==> config.mk <==
export PLATFORM = sky130hd
export DESIGN_NAME = alu_share_arbiter
export DESIGN_NICKNAME = d
export VERILOG_FILES = /design/src/rtl/alu_share_arbiter.sv
export SDC_FILE = /design/constraint.sdc
export NUM_CORES = 1
export LEC_CHECK = 0
export CAP_MARGIN = 0
export CORE_ASPECT_RATIO = 1.4
export CORE_MARGIN = 1
export CORE_UTILIZATION = 35
export DETAILED_ROUTE_END_ITERATION = 8
export GPL_TIMING_DRIVEN = 0
export PLACE_DENSITY = 0.76
export SKIP_LAST_GASP = 1
export SLEW_MARGIN = 10
export SYNTH_ARGS = -nofsm -noshare
export SYNTH_HDL_FRONTEND = slang
export SYNTH_SLANG_ARGS = --single-unit
export TNS_END_PERCENT = 10
==> constraint.sdc <==
create_clock -name clk -period 2.16 [get_ports clk]
set_clock_uncertainty 0.2 [all_clocks]
set_input_delay 0.216 -clock clk [delete_from_list [all_inputs] [get_ports clk]]
set_output_delay 0.216 -clock clk [all_outputs]
set_load 0.01 [all_outputs]
==> src/rtl/alu_share_arbiter.sv <==
// ============================================================================
//  Module   : alu_share_arbiter
//  Purpose  : Round-robin sharing of one combinational ALU between two
//             requesters, with a valid/ready result return channel.
//  Revision : 1.0
// ============================================================================
`default_nettype none

module alu_share_arbiter #(
  parameter int DATA_W = 32,
  parameter int CTRL_W = 4,
  parameter int CNT_W  = 16
) (
  input  logic              clk,
  input  logic              rst_n,

  input  logic              req0_valid,
  output logic              req0_ready,
  input  logic [DATA_W-1:0] req0_a,
  input  logic [DATA_W-1:0] req0_b,
  input  logic [CTRL_W-1:0] req0_ctrl,

  input  logic              req1_valid,
  output logic              req1_ready,
  input  logic [DATA_W-1:0] req1_a,
  input  logic [DATA_W-1:0] req1_b,
  input  logic [CTRL_W-1:0] req1_ctrl,

  output logic              rsp0_valid,
  input  logic              rsp0_ready,
  output logic              rsp1_valid,
  input  logic              rsp1_ready,
  output logic [DATA_W-1:0] rsp_result,

  output logic [DATA_W-1:0] alu_a,
  output logic [DATA_W-1:0] alu_b,
  output logic [CTRL_W-1:0] alu_ctrl,
  input  logic [DATA_W-1:0] alu_result,

  output logic              busy,
  output logic [CNT_W-1:0]  ops_count
);

  localparam logic [1:0] S_IDLE = 2'd0;
  localparam logic [1:0] S_EXEC = 2'd1;
  localparam logic [1:0] S_RESP = 2'd2;

  logic [1:0]        r_state;
  logic              r_last_grant;
  logic              r_grant_id;
  logic [DATA_W-1:0] r_op_a;
  logic [DATA_W-1:0] r_op_b;
  logic [CTRL_W-1:0] r_op_ctrl;
  logic [DATA_W-1:0] r_result;
  logic [CNT_W-1:0]  r_ops_count;

  logic              w_idle;
  logic              w_sel;
  logic              w_accept;
  logic              w_rsp_fire;
  logic [DATA_W-1:0] w_sel_a;
  logic [DATA_W-1:0] w_sel_b;
  logic [CTRL_W-1:0] w_sel_ctrl;

  assign w_idle = (r_state == S_IDLE);

  // Under contention the requester that did not win last time gets the ALU.
  always_comb begin
    w_sel = 1'b0;
    if (req0_valid && req1_valid) begin
      w_sel = ~r_last_grant;
    end else if (req1_valid) begin
      w_sel = 1'b1;
    end
  end

  assign w_accept   = w_idle && (req0_valid || req1_valid);
  assign req0_ready = w_idle && req0_valid && !w_sel;
  assign req1_ready = w_idle && req1_valid &&  w_sel;

  assign w_sel_a    = w_sel ? req1_a    : req0_a;
  assign w_sel_b    = w_sel ? req1_b    : req0_b;
  assign w_sel_ctrl = w_sel ? req1_ctrl : req0_ctrl;

  assign rsp0_valid = (r_state == S_RESP) && !r_grant_id;
  assign rsp1_valid = (r_state == S_RESP) &&  r_grant_id;
  assign w_rsp_fire = (r_state == S_RESP) &&
                      (r_grant_id ? rsp1_ready : rsp0_ready);

  assign alu_a      = r_op_a;
  assign alu_b      = r_op_b;
  assign alu_ctrl   = r_op_ctrl;
  assign rsp_result = r_result;
  assign busy       = !w_idle;
  assign ops_count  = r_ops_count;

  always_ff @(posedge clk or negedge rst_n) begin
    if (!rst_n) begin
      r_state      <= S_IDLE;
      r_last_grant <= 1'b1;
      r_grant_id   <= 1'b0;
      r_op_a       <= '0;
      r_op_b       <= '0;
      r_op_ctrl    <= '0;
      r_result     <= '0;
      r_ops_count  <= '0;
    end else begin
      case (r_state)
        S_IDLE: begin
          if (w_accept) begin
            r_op_a     <= w_sel_a;
            r_op_b     <= w_sel_b;
            r_op_ctrl  <= w_sel_ctrl;
            r_grant_id <= w_sel;
            r_state    <= S_EXEC;
          end
        end
        S_EXEC: begin
          r_result <= alu_result;
          r_state  <= S_RESP;
        end
        S_RESP: begin
          // Result stays registered until the granted requester takes it.
          if (w_rsp_fire) begin
            r_last_grant <= r_grant_id;
            r_ops_count  <= r_ops_count + 1'b1;
            r_state      <= S_IDLE;
          end
        end
        default: begin
          r_state <= S_IDLE;
        end
      endcase
    end
  end

endmodule

`default_nettype wire

==> key figures, run 1 <==
Hold path
  – Hold Crit Class: input port to async pin

Timing
  – Fin crit share: 101%
  – Final Hold Fails: 0
  – Final Max Slew Viols: 0
  – Tmin final: 2.18 ns
  – Final setup fails: 2
  – RSZ-0062 raised after global routing: true
  – Max_slew headroom: 53.5%
  – Slew @ Worst Pin: 0.678 ns
  – Final setup margin: -0.0232 ns
  – Fmax: 458 MHz

Logic synthesis
  – Post-synthesis sequential area ratio: 57.9%
  – Syn_nets: 621
  – Synth Cell Area: 5190 um^2
  – Post-Synthesis Cells: 446
  – Synth unique cells: 26
  – Avg Inst Size Synth: 11.6 um^2
  – Yosys Warn Count: 0
  – Flops & latches, synth: 120

Setup path
  – WS Path Type: flop to output pin
  – Critical register-to-register path startpoint: r_state[1]
  – Critical path capture point type: output pin
  – CP Max Fanout: 10
  – Reg2reg end: alu_a[27]
  – R2R depth: 5
  – CP startpoint kind: flop
  – WP data arrival: 1.77 ns
  – Internal reg-to-reg setup slack: 0.03 ns
  – Crit path required time: 1.74 ns

Placed design
  – Input/output buffers: 294
  – RD Place Congestion: 0.795
  – Post-detail-place hpwl: 12.5 mm

Die
  – Core area: 14400 um^2
  – Chip height: 146 um
  – IO Pins: 295
  – Cell row count: 52
  – Width of the die: 105 um
  – Starting Density: 35.9%
  – Total die area: 15300 um^2

Clock network
  – Clk Tree Root Cell: clkbuf_16
  – Worst-Skew Late Latency: 0.39 ns
  – CTS tree: built
  – TritonCTS buffer count: 17
  – H-tree depth: 4
  – Clock-pin slew on the worst setup and hold paths: 0.05 ns
  – # clock sinks: 120
  – Maximum clock path buffer count: 2

Route
  – DR DRC count: 0
  – Routed vias/inst: 4.79
  – DRC marker count from the first detailed-route iteration: 93
  – Drt total wl: 16.1 mm
  – Routed length per instance: 16.7 um
  – 1st-pass router iterations: 4
  – Vias: 4620
  – ANT nets after route: 0

Global routing
  – Largest net degree at the start of global routing: 70
  – Number of global-route vias before repair: 5027
  – First-pass GRT wire length: 25.6 mm
  – Total GRT Usage: 21.5%
  – GR Overflow Total: 0
  – Antenna violations before repair: 0

Flow run
  – Max-cap viol count: 0

Pwr
  – PwrDens: 1320 nW/um^2
  – VDD IR max: 0.000634 V
  – LEAKAGE: 3.75 nW
  – Design Power: 11.9 mW

Final layout
  – N_diodes: 0
  – Area grow syn2layout: 72.7%
  – Post-Route Utilization: 62.1%
  – Final #Nets: 938
  – Share of cells above drive strength 1: 11.9%
  – Most frequent cells in the layout: clkdlybuf4s50_1, dfrtp_1, nor2_1
  – Most common cell after layout, fill and taps aside: clkdlybuf4s50_1

Status
  – Failing checks: setup timing
  – Status: finished with violations
worst max-delay path: stages, from the launching register on:
cell and delay, ns:
dfstp_2 0.52, a21boi_0 0.08, clkbuf_4 0.19, buf_6 0.17, nor2_2 0.15, clkdlybuf4s15_1 0.25
sequential cells by signal, indices dropped and copies added, names as in the netlist:
| signal | count |
|---|---|
| alu_a | 32 |
| r_grant_id | 1 |
| r_state | 2 |
| alu_ctrl | 4 |
| alu_b | 32 |
| ops_count | 16 |
| rsp_result | 32 |
| r_last_grant | 1 |
per-stage QoR:
stage,TNS [ns],hold WS (ns),worst slack (ns),area (um^2),std cells
after floorplan,0,-0.280,0.443,5190,446
after global placement,-469.23,0.251,-3.82,8370,929
after detailed placement,-13.87,0.000485,-0.741,8400,930
after CTS,-0.0444,0.139,-0.0214,8970,964
after global routing,-1.60,0.168,-0.117,8970,964
final,-0.0342,0.142,-0.0232,8970,964
kinds of logic (layout without fill, tap and decap cells):
kind of cell / count (synthesis) / in the layout / share of synthesized area (%)
flip-flops: 120 / 120 / 57.9
AND/OR/NAND/NOR: 105 / 105 / 9.08
multiplexers: 102 / 102 / 20.5
XOR/XNOR: 15 / 15 / 2.53
adder cells (fa/ha/maj): 1 / 1 / 0.241
AO/OA/AOI/OAI: 72 / 72 / 7.16
buffers and inverters: 31 / 360 / 2.67
cells in the mapped netlist:
master,n,area [um^2]
dfrtp_1,119,2980
nor2_1,76,285
mux2i_1,69,691
a21oi_1,68,340
mux2_2,33,372
buf_2,18,90.1
xnor2_1,11,96.3
nand3_1,10,50.1
clkbuf_1,9,33.8
nand2_1,6,22.5
inv_1,4,15.0
xor2_1,4,35.0
nand4_1,3,18.8
and3_1,2,12.5
nand2b_1,2,12.5
nor4_4,2,42.5
a21boi_0,1,7.51
and2_1,1,6.26
dfstp_2,1,26.3
ha_1,1,12.5
nand4b_1,1,8.76
nor3_1,1,5.00
o21a_1,1,7.51
o21bai_1,1,7.51
o2bb2ai_1,1,8.76
or2b_1,1,7.51
layer usage:
metal	vias up	track usage, %	part of all wire, %
met5	-	0	0
met3	26	6.43	7.3
met4	0	8.94	2.3
met2	213	40.4	55
met1	2208	21.8	36
li1	2173	-	-
cell type report:
class	count	area [um^2]
Fill cell	1210	5470
Sequential cell	120	3000
Timing Repair Buffer	298	2990
Multi-Input combinational cell	295	2050
Clock buffer	22	464
Tap cell	189	236
Buffer	27	151
Clock inverter	9	52.6
Inverter	4	15.0
where the power goes:
group / internal [mW] / switching [mW] / total, mW
logic: 3.03 / 2.48 / 5.51
registers: 3.30 / 0.609 / 3.91
clock network: 1.50 / 0.960 / 2.46
how the worst max path moves through the flow:
stage / from / endpoint / slack (ns) / cells after the start
after floorplan: ops_count[0] / ops_count[12] / 0.44 / 5
after global placement: rst_n / alu_a[0] / -3.82 / 1
after detailed placement: req1_valid / req1_ready / -0.74 / 6
after CTS: r_last_grant / req0_ready / -0.02 / 5
after global routing: r_state[1] / alu_a[16] / -0.12 / 6
final: r_last_grant / req0_ready / -0.02 / 5
what timing repair did:
action / 4_1_cts / 5_1_grt
hold endpoints to repair: 51 / 0
hold buffers: 1 / 0
endpoints found under the setup margin: 4 / 44
buffers inserted: 2 / 0
resized for setup: 16 / 5
No activity file was read; power rests on OpenSTA's default activity.
==> run 2: changes to the inputs <==
- GPL_ROUTABILITY_DRIVEN: default -> 0
- GPL_TIMING_DRIVEN: 0 -> default
==> run 2 against run 1 <==
The flow now finishes without violations. Final cell count is 2.3% lower. Sequential power is essentially flat. Sequential cell count unchanged. Routed wire length down 6.4%. Critical path depth shrank 2. First-iteration DRC count rose by 47%. Die area is the same. Via count is 2.9% lower. Setup slack better by 0.046 ns.
==> key figures, run 2 (synthesized netlist as in run 1, its figures left out) <==
Clock network
  – H-tree depth: 4 (unchanged)
  – CTS tree: built
  – Maximum clock path buffer count: 2 (unchanged)
  – Clock-pin slew on the worst setup and hold paths: 0.05 ns (about the same)
  – Clk Tree Root Cell: clkbuf_16
  – TritonCTS buffer count: 17 (unchanged)
  – Worst-Skew Late Latency: 0.40 ns (about the same)
  – # clock sinks: 120 (unchanged)

Timing
  – Tmin final: 2.14 ns (-0.0463 ns)
  – Max_slew headroom: 57.0% (+3.5 points)
  – Hold Worst Slack: 0.190 ns (+0.0477 ns)
  – Slew @ Worst Pin: 0.627 ns (-0.0513 ns)
  – Fin crit share: 98.9% (-2.1 points)
  – Final Hold Fails: 0 (unchanged)
  – Final setup fails: 0 (-2)
  – RSZ-0062 raised after global routing: true
  – Final Max Slew Viols: 0 (unchanged)
  – Fmax: 468 MHz (+2.2%)

Setup path
  – R2R depth: 5 (unchanged)
  – Internal reg-to-reg setup slack: 0.33 ns (+0.30 ns)
  – WS Path Type: flop to output pin
  – Critical path destination: rsp0_valid
  – Worst Setup SP: r_state[0]
  – WP data arrival: 1.72 ns (-0.05 ns)
  – CP startpoint kind: flop
  – CP Max Fanout: 5 (-5)
  – Critical register-to-register path startpoint: ops_count[0]
  – Crit path required time: 1.74 ns (about the same)
  – Critical path capture point type: output pin
  – Reg2reg end: ops_count[12]

Route
  – Routed vias/inst: 4.76 (-0.68%)
  – ANT nets after route: 0 (unchanged)
  – Vias: 4484 (-2.9%)
  – Drt total wl: 15.1 mm (-6.4%)
  – 1st-pass router iterations: 4 (unchanged)
  – Routed length per instance: 16.0 um (-4.3%)
  – DRC marker count from the first detailed-route iteration: 137 (+47%)
  – DR DRC count: 0 (unchanged)

Final layout
  – Final #Nets: 916 (-2.3%)
  – Most frequent cells in the layout: clkdlybuf4s50_1, dfrtp_1, nor2_1
  – Non-filler instance count after layout: 942 (-2.3%)
  – Area grow syn2layout: 72.7% (about the same)
  – N_diodes: 0 (unchanged)
  – Share of cells above drive strength 1: 10.5% (-1.4 points)
  – Fillers: 1200 (-0.83%)
  – Most common cell after layout, fill and taps aside: clkdlybuf4s50_1
  – Post-Route Utilization: 62.1% (about the same)

Global routing
  – First-pass GRT wire length: 24.1 mm (-5.9%)
  – Antenna violations before repair: 0 (unchanged)
  – Largest net degree at the start of global routing: 121 (+73%)
  – GR Overflow Total: 0 (unchanged)
  – Number of global-route vias before repair: 4790 (-4.7%)
  – Total GRT Usage: 20.1% (-1.4 points)

Die
  – Width of the die: 105 um (unchanged)
  – Cell row count: 52 (unchanged)
  – Total die area: 15300 um^2 (unchanged)
  – IO Pins: 295 (unchanged)
  – Chip height: 146 um (unchanged)
  – Starting Density: 35.9% (unchanged)
  – Core area: 14400 um^2 (unchanged)

Pwr
  – VDD IR max: 0.000624 V (-1.5%)
  – LEAKAGE: 3.73 nW (-0.51%)
  – PwrDens: 1340 nW/um^2 (+0.88%)

Flow run
  – Max-cap viol count: 0 (unchanged)

Status
  – Status: finished clean

Placed design
  – Post-detail-place hpwl: 11.3 mm (-10%)
  – Input/output buffers: 294 (unchanged)
  – Cell Count Post-Placement: 909 (-2.3%)

Hold path
  – Hold Crit Class: input port to flop
  – Hold Path Depth: 2
  – Hold path start: rsp1_ready
[run 2: changes by cell type in the layout (fill, tap and decap cells not counted), moves of 2 or more]
cell and change:
buf_2 -17, clkinv_2 -2, clkinv_4 +3, clkbuf_1 -7
clkbuf_2 -2, buf_6 -2, buf_12 +3, buf_4 +3
bufinv_16 +2
[run 2: final cells by class]
class | instances | area (um^2) | area share [%]
Sequential cell | 120 | 3000 | 33.5
Clock inverter | 12 | 129 | 1.44
Timing Repair Buffer | 303 | 3060 | 34.1
Clock buffer | 19 | 443 | 4.94
Tap cell | 189 | 236 | 2.64
Multi-Input combinational cell | 295 | 2080 | 23.2
Inverter | 4 | 15.0 | 0.167
[run 2: metal layers]
layer	up-vias	GRT usage, %	wire [um]
met5	-	0	0
met3	19	5.85	1100
li1	2128	-	-
met1	2130	20.8	5520
met4	0	6.90	284
met2	207	38.0	8190
[run 2: critical path, cell delays in order, from the launching register on]
cell and delay (ns):
dfrtp_1 0.42, nand2b_2 0.25, nor2_1 0.10, clkdlybuf4s50_1 0.55
[run 2: worst min path at each step]
stage                                 to  slack [ns]
after floorplan                 alu_a[0]       -0.28
after global placement    rsp_result[13]        0.16
after detailed placement  rsp_result[13]        0.16
after CTS                   r_last_grant        0.17
after global routing        r_last_grant        0.18
final                       r_last_grant        0.19
[run 2: repair_timing]
| action | 4_1_cts | 5_1_grt |
|---|---|---|
| gates resized for setup | 4 | 1 |
| setup buffers | 0 | 1 |
| hold buffers | 1 | 0 |
| cloned | 0 | 0 |
| hold endpoints to repair | 119 | 0 |
| pin swaps | 0 | 1 |
| endpoints found under the setup margin | 3 | 3 |
[run 2: metrics by stage]
stage                     area [um^2]  setup WS (ns)  power (mW)  setup TNS [ns]
after floorplan                  5190          0.443        6.29               0
after global placement           8370         0.0611        9.16               0
after detailed placement         8370        -0.0330        9.34         -0.0912
after CTS                        8960        -0.0323        12.1         -0.0539
after global routing             8970        -0.0677        12.7          -0.109
final                            8970         0.0231        12.0               0
[run 2: power by group]
group          internal (mW)  switching, mW
Sequential              3.30          0.618
Combinational           3.02           2.33
Clock                   1.72          0.999
Total                   8.03           3.95
==> run 3: changes to the inputs <==
- CAP_MARGIN: 0 -> default
==> results of run 3 <==
No change in the layout: final DEF, timing and power equal those of run 2.
